$ cat config.mk
export PLATFORM = sky130hd
export DESIGN_NAME = codec_bus_slave
export DESIGN_NICKNAME = d
export VERILOG_FILES = /design/src/rtl/codec_bus_slave.sv
export SDC_FILE = /design/constraint.sdc
export NUM_CORES = 1
export LEC_CHECK = 0
export ABC_AREA = 1
export ABC_CLOCK_PERIOD_IN_PS = 5100
export BUFFER_PORTS_ARGS = -buffer_cell sky130_fd_sc_hd__buf_2
export CAP_MARGIN = 20
export CORE_UTILIZATION = 55
export CTS_BUF_LIST = sky130_fd_sc_hd__clkbuf_4 sky130_fd_sc_hd__clkbuf_8
export DETAILED_ROUTE_END_ITERATION = 10
export PLACE_DENSITY = 0.74
export SYNTH_ARGS = -nofsm -noshare
export SYNTH_HDL_FRONTEND = slang
export SYNTH_SLANG_ARGS = --single-unit
$ cat constraint.sdc
create_clock -name Clk -period 5.1 [get_ports Clk]
set_clock_uncertainty 0.1 [all_clocks]
set_input_delay 0 -clock Clk [delete_from_list [all_inputs] [get_ports Clk]]
set_output_delay 0 -clock Clk [all_outputs]
set_load 0.005 [all_outputs]
$ cat src/rtl/codec_bus_slave.sv
// codec_bus_slave: memory-mapped register slave for the WM8731 codec controller.
// It buffers DAC samples on their way to the serializer and ADC samples coming
// back from the deserializer. It also holds the 24-bit I2C command word and
// launches it to the I2C engine, and it reports status through a level interrupt.

// Synchronous FIFO with first-word fall-through (the head entry is always on rdata).
module codec_bus_fifo #(
  parameter int AW = 3,
  parameter int DW = 32
) (
  input  logic          clk,
  input  logic          rst,
  input  logic          push,
  input  logic          pop,
  input  logic [DW-1:0] wdata,
  output logic [DW-1:0] rdata,
  output logic [AW:0]   level,
  output logic          full,
  output logic          empty
);
  localparam int DEPTH = 1 << AW;
  localparam int LW    = AW + 1;

  logic [DW-1:0] mem_q [DEPTH];
  logic [AW-1:0] wr_ptr_q, wr_ptr_d;
  logic [AW-1:0] rd_ptr_q, rd_ptr_d;
  logic [LW-1:0] level_q, level_d;

  // Pointer and level bookkeeping; the pointers wrap naturally at 2^AW.
  // NOTE: every variable gets a default at the top of always_comb, so no path can leave it unassigned and infer a latch.
  always_comb begin
    wr_ptr_d = wr_ptr_q;
    rd_ptr_d = rd_ptr_q;
    level_d  = level_q;
    if (push) wr_ptr_d = wr_ptr_q + AW'(1);
    if (pop)  rd_ptr_d = rd_ptr_q + AW'(1);
    case ({push, pop})
      2'b10:   level_d = level_q + LW'(1);
      2'b01:   level_d = level_q - LW'(1);
      default: level_d = level_q;
    endcase
  end

  // Pointer and level registers with synchronous reset.
  // NOTE: sequential state uses non-blocking assignments so every flop samples pre-edge values.
  always_ff @(posedge clk) begin
    if (rst) begin
      wr_ptr_q <= '0;
      rd_ptr_q <= '0;
      level_q  <= '0;
    end else begin
      wr_ptr_q <= wr_ptr_d;
      rd_ptr_q <= rd_ptr_d;
      level_q  <= level_d;
    end
  end

  // Sample storage.
  // NOTE: the storage array is deliberately not reset; clearing the pointers and level is enough to empty the FIFO.
  always_ff @(posedge clk) begin
    if (push) mem_q[wr_ptr_q] <= wdata;
  end

  assign rdata = mem_q[rd_ptr_q];
  assign level = level_q;
  assign full  = (level_q == LW'(DEPTH));
  assign empty = (level_q == '0);
endmodule

module codec_bus_slave #(
  parameter int FIFO_DEPTH_LOG2 = 3,
  parameter int DATA_W          = 32
) (
  input  logic              Clk,
  input  logic              Reset,
  input  logic              slave_read,
  input  logic              slave_write,
  input  logic [2:0]        slave_address,
  input  logic [31:0]       slave_writedata,
  output logic [31:0]       slave_readdata,
  input  logic              slave_chipselect,
  output logic              slave_waitrequest,
  input  logic              slave_beginbursttransfer,
  input  logic [7:0]        slave_burstcount,
  output logic              slave_irq,
  output logic [DATA_W-1:0] dac_data,
  output logic              dac_valid,
  input  logic              dac_ready,
  input  logic [DATA_W-1:0] adc_data,
  input  logic              adc_valid,
  output logic [23:0]       i2c_packet,
  output logic              i2c_start,
  input  logic              i2c_busy
);
  localparam int LVL_W = FIFO_DEPTH_LOG2 + 1;

  localparam logic [2:0] ADDR_I2C     = 3'd0;
  localparam logic [2:0] ADDR_DAC     = 3'd1;
  localparam logic [2:0] ADDR_ADC     = 3'd2;
  localparam logic [2:0] ADDR_STATUS  = 3'd3;
  localparam logic [2:0] ADDR_CONTROL = 3'd4;

  logic              dac_full, dac_empty, adc_full, adc_empty;
  logic [LVL_W-1:0]  dac_level, adc_level;
  logic [DATA_W-1:0] adc_head;
  logic              access, wr_acc, rd_acc;
  logic              dac_push, dac_pop, adc_push, adc_pop, adc_drop;
  logic [31:0]       status_word;

  logic [31:0] i2c_reg_q, i2c_reg_d;
  logic [2:0]  ctrl_q, ctrl_d;
  logic        ovr_q, ovr_d;
  logic        irq_q, irq_d;
  logic        start_q, start_d;
  logic [31:0] rdata_q, rdata_d;

  // Burst qualifiers are informational only; each beat is handled as a single access.
  logic unused_burst;
  assign unused_burst = ^{slave_beginbursttransfer, slave_burstcount};

  // The only stalls: pushing into a full DAC FIFO, popping an empty ADC FIFO, or writing a command while I2C is busy.
  assign slave_waitrequest = slave_chipselect &
                             ((slave_write & (slave_address == ADDR_DAC) & dac_full)  |
                              (slave_read  & (slave_address == ADDR_ADC) & adc_empty) |
                              (slave_write & (slave_address == ADDR_I2C) & i2c_busy));

  // A request with both strobes high counts as a write.
  assign access = slave_chipselect & (slave_read | slave_write) & ~slave_waitrequest;
  assign wr_acc = access & slave_write;
  assign rd_acc = access & slave_read & ~slave_write;

  assign dac_push  = wr_acc & (slave_address == ADDR_DAC);
  assign dac_pop   = dac_valid & dac_ready;
  assign dac_valid = ~dac_empty;

  // A full ADC FIFO still accepts a sample when a pop frees a slot on the same edge.
  assign adc_pop  = rd_acc & (slave_address == ADDR_ADC);
  assign adc_push = adc_valid & (~adc_full | adc_pop);
  assign adc_drop = adc_valid & adc_full & ~adc_pop;

  codec_bus_fifo #(.AW(FIFO_DEPTH_LOG2), .DW(DATA_W)) u_dac_fifo (
    .clk   (Clk),
    .rst   (Reset),
    .push  (dac_push),
    .pop   (dac_pop),
    .wdata (DATA_W'(slave_writedata)),
    .rdata (dac_data),
    .level (dac_level),
    .full  (dac_full),
    .empty (dac_empty)
  );

  codec_bus_fifo #(.AW(FIFO_DEPTH_LOG2), .DW(DATA_W)) u_adc_fifo (
    .clk   (Clk),
    .rst   (Reset),
    .push  (adc_push),
    .pop   (adc_pop),
    .wdata (adc_data),
    .rdata (adc_head),
    .level (adc_level),
    .full  (adc_full),
    .empty (adc_empty)
  );

  // Assemble the STATUS word from the live FIFO flags, I2C busy, sticky overrun and the two levels.
  always_comb begin
    status_word        = '0;
    status_word[0]     = dac_full;
    status_word[1]     = dac_empty;
    status_word[2]     = adc_full;
    status_word[3]     = adc_empty;
    status_word[4]     = i2c_busy;
    status_word[5]     = ovr_q;
    status_word[15:8]  = 8'(dac_level);
    status_word[23:16] = 8'(adc_level);
  end

  // Register-file next state: writes, sticky overrun, read-data capture and interrupt.
  always_comb begin
    i2c_reg_d = i2c_reg_q;
    ctrl_d    = ctrl_q;
    ovr_d     = ovr_q;
    rdata_d   = rdata_q;
    start_d   = wr_acc & (slave_address == ADDR_I2C);
    if (wr_acc) begin
      case (slave_address)
        ADDR_I2C:     i2c_reg_d = slave_writedata;
        ADDR_STATUS:  if (slave_writedata[5]) ovr_d = 1'b0;
        ADDR_CONTROL: ctrl_d = slave_writedata[2:0];
        default:      ;
      endcase
    end
    // A drop on the same edge as a clear wins, so no overrun event is ever lost.
    if (adc_drop) ovr_d = 1'b1;
    if (rd_acc) begin
      case (slave_address)
        ADDR_I2C:     rdata_d = i2c_reg_q;
        ADDR_ADC:     rdata_d = 32'(adc_head);
        ADDR_STATUS:  rdata_d = status_word;
        ADDR_CONTROL: rdata_d = {29'd0, ctrl_q};
        default:      rdata_d = '0;
      endcase
    end
    irq_d = (ctrl_q[0] & ~adc_empty) | (ctrl_q[1] & ~dac_full) | (ctrl_q[2] & ovr_q);
  end

  // Register-file state with synchronous reset; reset also cancels a launch pulse still to come.
  always_ff @(posedge Clk) begin
    if (Reset) begin
      i2c_reg_q <= '0;
      ctrl_q    <= '0;
      ovr_q     <= 1'b0;
      irq_q     <= 1'b0;
      start_q   <= 1'b0;
      rdata_q   <= '0;
    end else begin
      i2c_reg_q <= i2c_reg_d;
      ctrl_q    <= ctrl_d;
      ovr_q     <= ovr_d;
      irq_q     <= irq_d;
      start_q   <= start_d;
      rdata_q   <= rdata_d;
    end
  end

  assign slave_readdata = rdata_q;
  assign slave_irq      = irq_q;
  assign i2c_start      = start_q;
  assign i2c_packet     = i2c_reg_q[23:0];
endmodule

== After elaboration in Yosys (flattened, before gate mapping) ==
Memories as Yosys holds them, arrays and structs flattened. A register that Yosys moved wholly into a read port is not among the register bits.
Index checks and enable logic that the tools add are counted.
Word-level totals
  output and inout bits: 92
  logic and storage cells: 93
  input port bits: 84
  register bits after elaboration: 90
  memory bits (writable): 512
  bits in read-only memories: 0
  memories: 2
  latch bits: 0
Memories
  u_adc_fifo.mem_q: depth 8, width 32, rd ports 1, clocked after Yosys merged registers in 1, wr ports 1, RTL line 24  | logic [DW-1:0] mem_q [DEPTH];
  u_dac_fifo.mem_q: depth 8, width 32, rd ports 1, clocked after Yosys merged registers in 1, wr ports 1, RTL line 24
Operators by class
  reductions and logical operators: 11
  bitwise operators: 35
  multiply operators: 0
  $lt $le $gt $ge: 0
  muxes and demuxes: 15
  equal/unequal tests: 10
  add/subtract/negate cells: 8
  divide/modulo/power cells: 0
  shifts and indexed selects: 0
Operator list (count)
  $pmux 32 s4: 1
  $and 1x1->1: 22
  $pmux 4 s2: 2
  $add 3x1->3 const B: 4
  $mux 3: 4
  $reduce_bool 2->1: 5
  $add 4x1->4 const B: 2
  $eq 4x4->1 const B: 2
  $logic_not 4->1: 2
  $mux 1: 8
  $sub 4x1->4 const B: 2
  $not 1->1: 7
  $eq 3x2->1 const B: 2
  $or 1x1->1: 6
  $eq 2x1->1 const B: 2
  $eq 2x2->1 const B: 2
  $reduce_and 2->1: 2
  $eq 3x1->1 const B: 1
  $eq 3x3->1 const B: 1
  $logic_not 3->1: 1
  $reduce_and 3->1: 1

== Depth between registers and ports, before layout ==
  depth in word-level cells: 15
  gate-level depth with buffers: 18
  gate-level depth less buffers: 17

== Hierarchy ==
A second synthesis with hierarchy kept.
Second synthesis, totals
  cell total of the unflattened synthesis: 2147
  area total of the unflattened synthesis: 24762.5 µm²
Modules (own cells, without submodules)
  codec_bus_fifo (u_dac_fifo): seq. area each 7947.6 µm², area each 10611.4 µm², times used 1, cells each 809
  codec_bus_fifo (u_adc_fifo): seq. area each 7947.6 µm², area each 10602.7 µm², times used 1, cells each 809
  codec_bus_slave: seq. area each 1401.3 µm², area each 3548.4 µm², times used 1, cells each 529

== Worst setup path before layout ==
Ideal clock, no wire load.
  path type: register to register
  from: register u_adc_fifo.level_q[1] (netlist: u_adc_fifo.level[1])
  to: memory u_dac_fifo.mem_q[5][0], enable pin
  cell stages (with the launch flop): 9
  path buffers: 0
  data required time: 4.539 ns
  setup slack: 1.201 ns
  clock period less this slack: 3.899 ns
  arrival: 3.338 ns
  cell sequence: dfxtp_1 > inv_1 > nand2_1 > nor2_1 > nand3_2 > nand4_4 > nor2_4 > nand2_1 > nor3_1
Between the ends
  word-level cells in the longest chain between the ends: 11
RTL lines
  start: declaration: RTL line 27  | logic [LW-1:0] level_q, level_d;
  start signal: assignment: RTL line 54  | level_q <= level_d;
  $logic_not 4->1: RTL line 67  | assign empty = (level_q == '0);
  $and 1x1->1: RTL line 124  | (slave_read & (slave_address == ADDR_ADC) & adc_empty) |
  $or 1x1->1: RTL line 123  | ((slave_write & (slave_address == ADDR_DAC) & dac_full) |
  $or 1x1->1: RTL line 124
  $and 1x1->1: RTL line 122  | assign slave_waitrequest = slave_chipselect &
  $not 1->1: RTL line 128  | assign access = slave_chipselect & (slave_read | slave_write) & ~slave_waitrequest;
  $and 1x1->1: RTL line 128
  $and 1x1->1: RTL line 129  | assign wr_acc = access & slave_write;
  $and 1x1->1: RTL line 132  | assign dac_push = wr_acc & (slave_address == ADDR_DAC);
  $mux 1: RTL line 61  | if (push) mem_q[wr_ptr_q] <= wdata;
  $mux 1 (implied by the code): RTL line 61
  end: declaration: RTL line 24
Every way passes these cells.

==> flow_metrics.tcl <==
set metrics [dict create \
    setup_viol 0 \
    drt_iter0_markers 1580 \
    htreeDepth 3 \
    clock.fmax_ghz 0.263 \
    power.density_nw_per_um2 404 \
    root_buffer "clkbuf_8" \
    cts_buffer_depth 3 \
    worst_ep_arrival_time_ns 3.71 \
    synth.distinct_cells 41 \
    synth_area_sq_um 24200 \
    yosys-top-cells-area "edfxtp_1, nor2_1, dfxtp_1, o21ai_0, o211ai_1" \
    ys_seq_area_share_pct 71.5 \
    synth_top_cell_area_share_pct 63.6 \
    cts_buffers 93 \
    synth_cells 2059 \
    yosys_warnings 0 \
    placed_area_sq_um 25300 \
    start_util_pct 55.9 \
    crit_chain "clkinv_2 > buf_4 > o21ai_0 > o22ai_1 > nor2_1 > a31oi_1 > buf_2" \
    period_share_pct 74.7 \
    cpMaxStageDelayCell "clkinv_2" \
    slowest_delay_ns 0.83 \
    finalHoldViolCount 0 \
    vias 16600 \
    clk_latency_ns 0.67 \
    area_delta_synth_final_pct 16.7 \
    cts_setup_buffers 0 \
    required_ns 5.00 \
    ys_ff_latch 608 \
    synth_common_cells "nor2_1, edfxtp_1, o21ai_0" \
    drv_slew 0 \
    track_usage_pct 25.9 \
    finalNetCount 2377 \
    drive_above_1_share_pct 17.5 \
    final.setup.tns_ns 0 \
    io_buffers 166 \
    antenna_found_initial 3 \
    startpoint_type "flip-flop" \
    post-place-ws_ns 1.80 \
    synth.avg_cell_area_sq_um 11.7 \
    grt.overflow.total 0 \
    peakVddDrop_uv 217 \
    clk_pin_slew_ns 0.06 \
    viasPerCell 5.63 \
    chipWidth_um 212 \
    final_cells 2947 \
    rows 76 \
    crit_family "buffers and inverters" \
    p_leak_nw 10.0 \
    drv_cap 0 \
    core_area_sq_um 43300 \
    worstMarginPinSlew_ns 1.08 \
    dieArea_sq_um 44800 \
    cp.buffers_inverters 3 \
    synth_fp_nets 2155 \
    async_flop_share_pct 0 \
    cts.sinks 608 \
    finalCriticalPeriod_ns 3.81 \
    gp_congestion 0.855 \
    grt_pass1_wl_mm 88.4 \
    die_h_um 212 \
    synthFlopType "edfxtp_1" \
    hold_path_class "in -> reg" \
    dp_cells 2688 \
    design_area_sq_um 28200 \
    hpwl_mm 33.3 \
    synth_edf_count 512 \
    fillCellCount 3194 \
    worstSetupEndpointType "primary output" \
    grt_pass1_vias 15900 \
    cts_resized 0 \
    drt-pass1-iter-count 5 \
    drc 0 \
    yosys.area.top_type "edfxtp_1" \
    yosysMostFrequentCell "nor2_1" \
    cts_tree "done" \
    grt_start_max_net_pins 94 \
    status "finished clean" \
    hold_buffers 80 \
    io_pins 176 \
    p_total_mw 11.4 \
    wl_per_cell_um 19.7 \
    max_slew_margin_pct 27.9 \
    rsz0062_at_grt "no" \
    worstPathMaxFanout 66 \
    crit_type "reg -> out" \
    worst_slack_ns 1.29 \
    wirelength_mm 58.0 \
    postRouteAntennaNets 0 \
]
[layout by cell type, fill, tap and decap left out, drive strengths merged]
master | netlist | layout
nor2 | 543 | 543
bufinv | 0 | 3
o21a | 3 | 3
a31oi | 33 | 33
nor3 | 8 | 8
buf | 69 | 198
fa | 2 | 2
nand2 | 117 | 117
edfxtp | 512 | 512
nand4 | 3 | 3
clkinvlp | 0 | 4
ha | 10 | 10
a21oi | 36 | 36
xnor2 | 2 | 2
dlygate4sd3 | 0 | 79
diode | 0 | 2
o21bai | 1 | 1
nand3b | 1 | 1
o22ai | 32 | 32
o21ai | 332 | 332
and3 | 1 | 1
xor2 | 1 | 1
dfxtp | 96 | 96
clkinv | 1 | 30
a22o | 1 | 1
clkbuf | 81 | 136
inv | 49 | 51
a22oi | 1 | 1
nand3 | 59 | 59
o211a | 1 | 1
o211ai | 64 | 64
[path summary, 6_finish.rpt]
| path | start | endpoint | slack [ns] | cells after the start |
|---|---|---|---|---|
| worst max-delay path | flip-flop | dac_data[4] | 1.29 | 7 |
| worst min register to register | slave_readdata[17]$_SDFFE_PP0N_ | slave_readdata[17]$_SDFFE_PP0N_ | 0.36 | 2 |
| worst max register to register | u_adc_fifo.level[0]$_SDFFE_PP0P_ | u_dac_fifo.level[3]$_SDFFE_PP0P_ | 1.54 | 17 |
| worst min-delay path | adc_data[30] | u_adc_fifo.mem_q[4][30]$_DFFE_PP_ | 0.04 | 2 |
[routing by layer]
layer  routed length (um)  GRT usage (%)  vias up
met5                   13              0        -
met4                 1360           9.60        2
met3                 4320           4.33       92
met2                28400           42.8      657
met1                23900           34.6     8075
li1                     -              -     7774
[state kept, by name, summed over array words and instances, names as in the netlist, named ones only]
| name | count |
|---|---|
| ctrl_q | 3 |
| slave_irq | 1 |
| u_dac_fifo.wr_ptr_q | 3 |
| slave_readdata | 32 |
| i2c_reg_q | 32 |
| u_adc_fifo.mem_q | 256 |
| u_adc_fifo.level | 4 |
| u_dac_fifo.level | 4 |
| u_adc_fifo.wr_ptr_q | 3 |
| i2c_start | 1 |
| u_dac_fifo.mem_q | 256 |
| u_dac_fifo.rd_ptr_q | 3 |
| u_adc_fifo.rd_ptr_q | 3 |
| ovr_q | 1 |
[metrics by stage]
step | hold WS, ns | utilization (%)
6_report | 0.0422 | 65.2
5_1_grt | 0.0332 | 65.2
4_1_cts | 0.00671 | 65.1
3_5_place_dp | 0.173 | 58.6
3_3_place_gp | 0.162 | 58.6
2_1_floorplan | -0.0210 | -
[worst reg2reg max path, cell delays in order, from the launching register on]
cell and delay [ns]:
dfxtp_1 0.31, inv_1 0.17, nand2_1 0.12, nor2_1 0.26
nand3_2 0.15, nand4_4 0.17, dlygate4sd3_1 0.73, nor2_4 0.10
inv_1 0.09, ha_1 0.23, ha_1 0.29, nand2_1 0.07
nand2_1 0.08, nor2_1 0.18, nand2_1 0.10, nand3_1 0.12
o21ai_0 0.08, a21oi_1 0.15
[cells by family after synthesis]
| family | share of synthesized area [%] |
|---|---|
| fa+ha+maj | 0.683 |
| xor+xnor | 0.109 |
| buf+inv | 3.86 |
| compound gates | 11.6 |
| simple gates | 12.3 |
| flops | 71.5 |
[cell type report]
cell class	count	area, sq um	share of cell area (%)
Inverter	50	191	0.678
Clock inverter	38	280	0.993
Multi-Input combinational cell	1251	6070	21.5
Antenna cell	2	5.00	0.0177
Timing Repair Buffer	277	1930	6.83
Tap cell	585	732	2.59
Clock buffer	136	1710	6.06
Sequential cell	608	17300	61.3
[power by group]
group	switching, mW	total [mW]	internal, mW
Sequential	0.103	5.59	5.48
Combinational	1.06	1.63	0.577
Clock	1.88	4.20	2.32
Power figures use the tool's default switching activity.
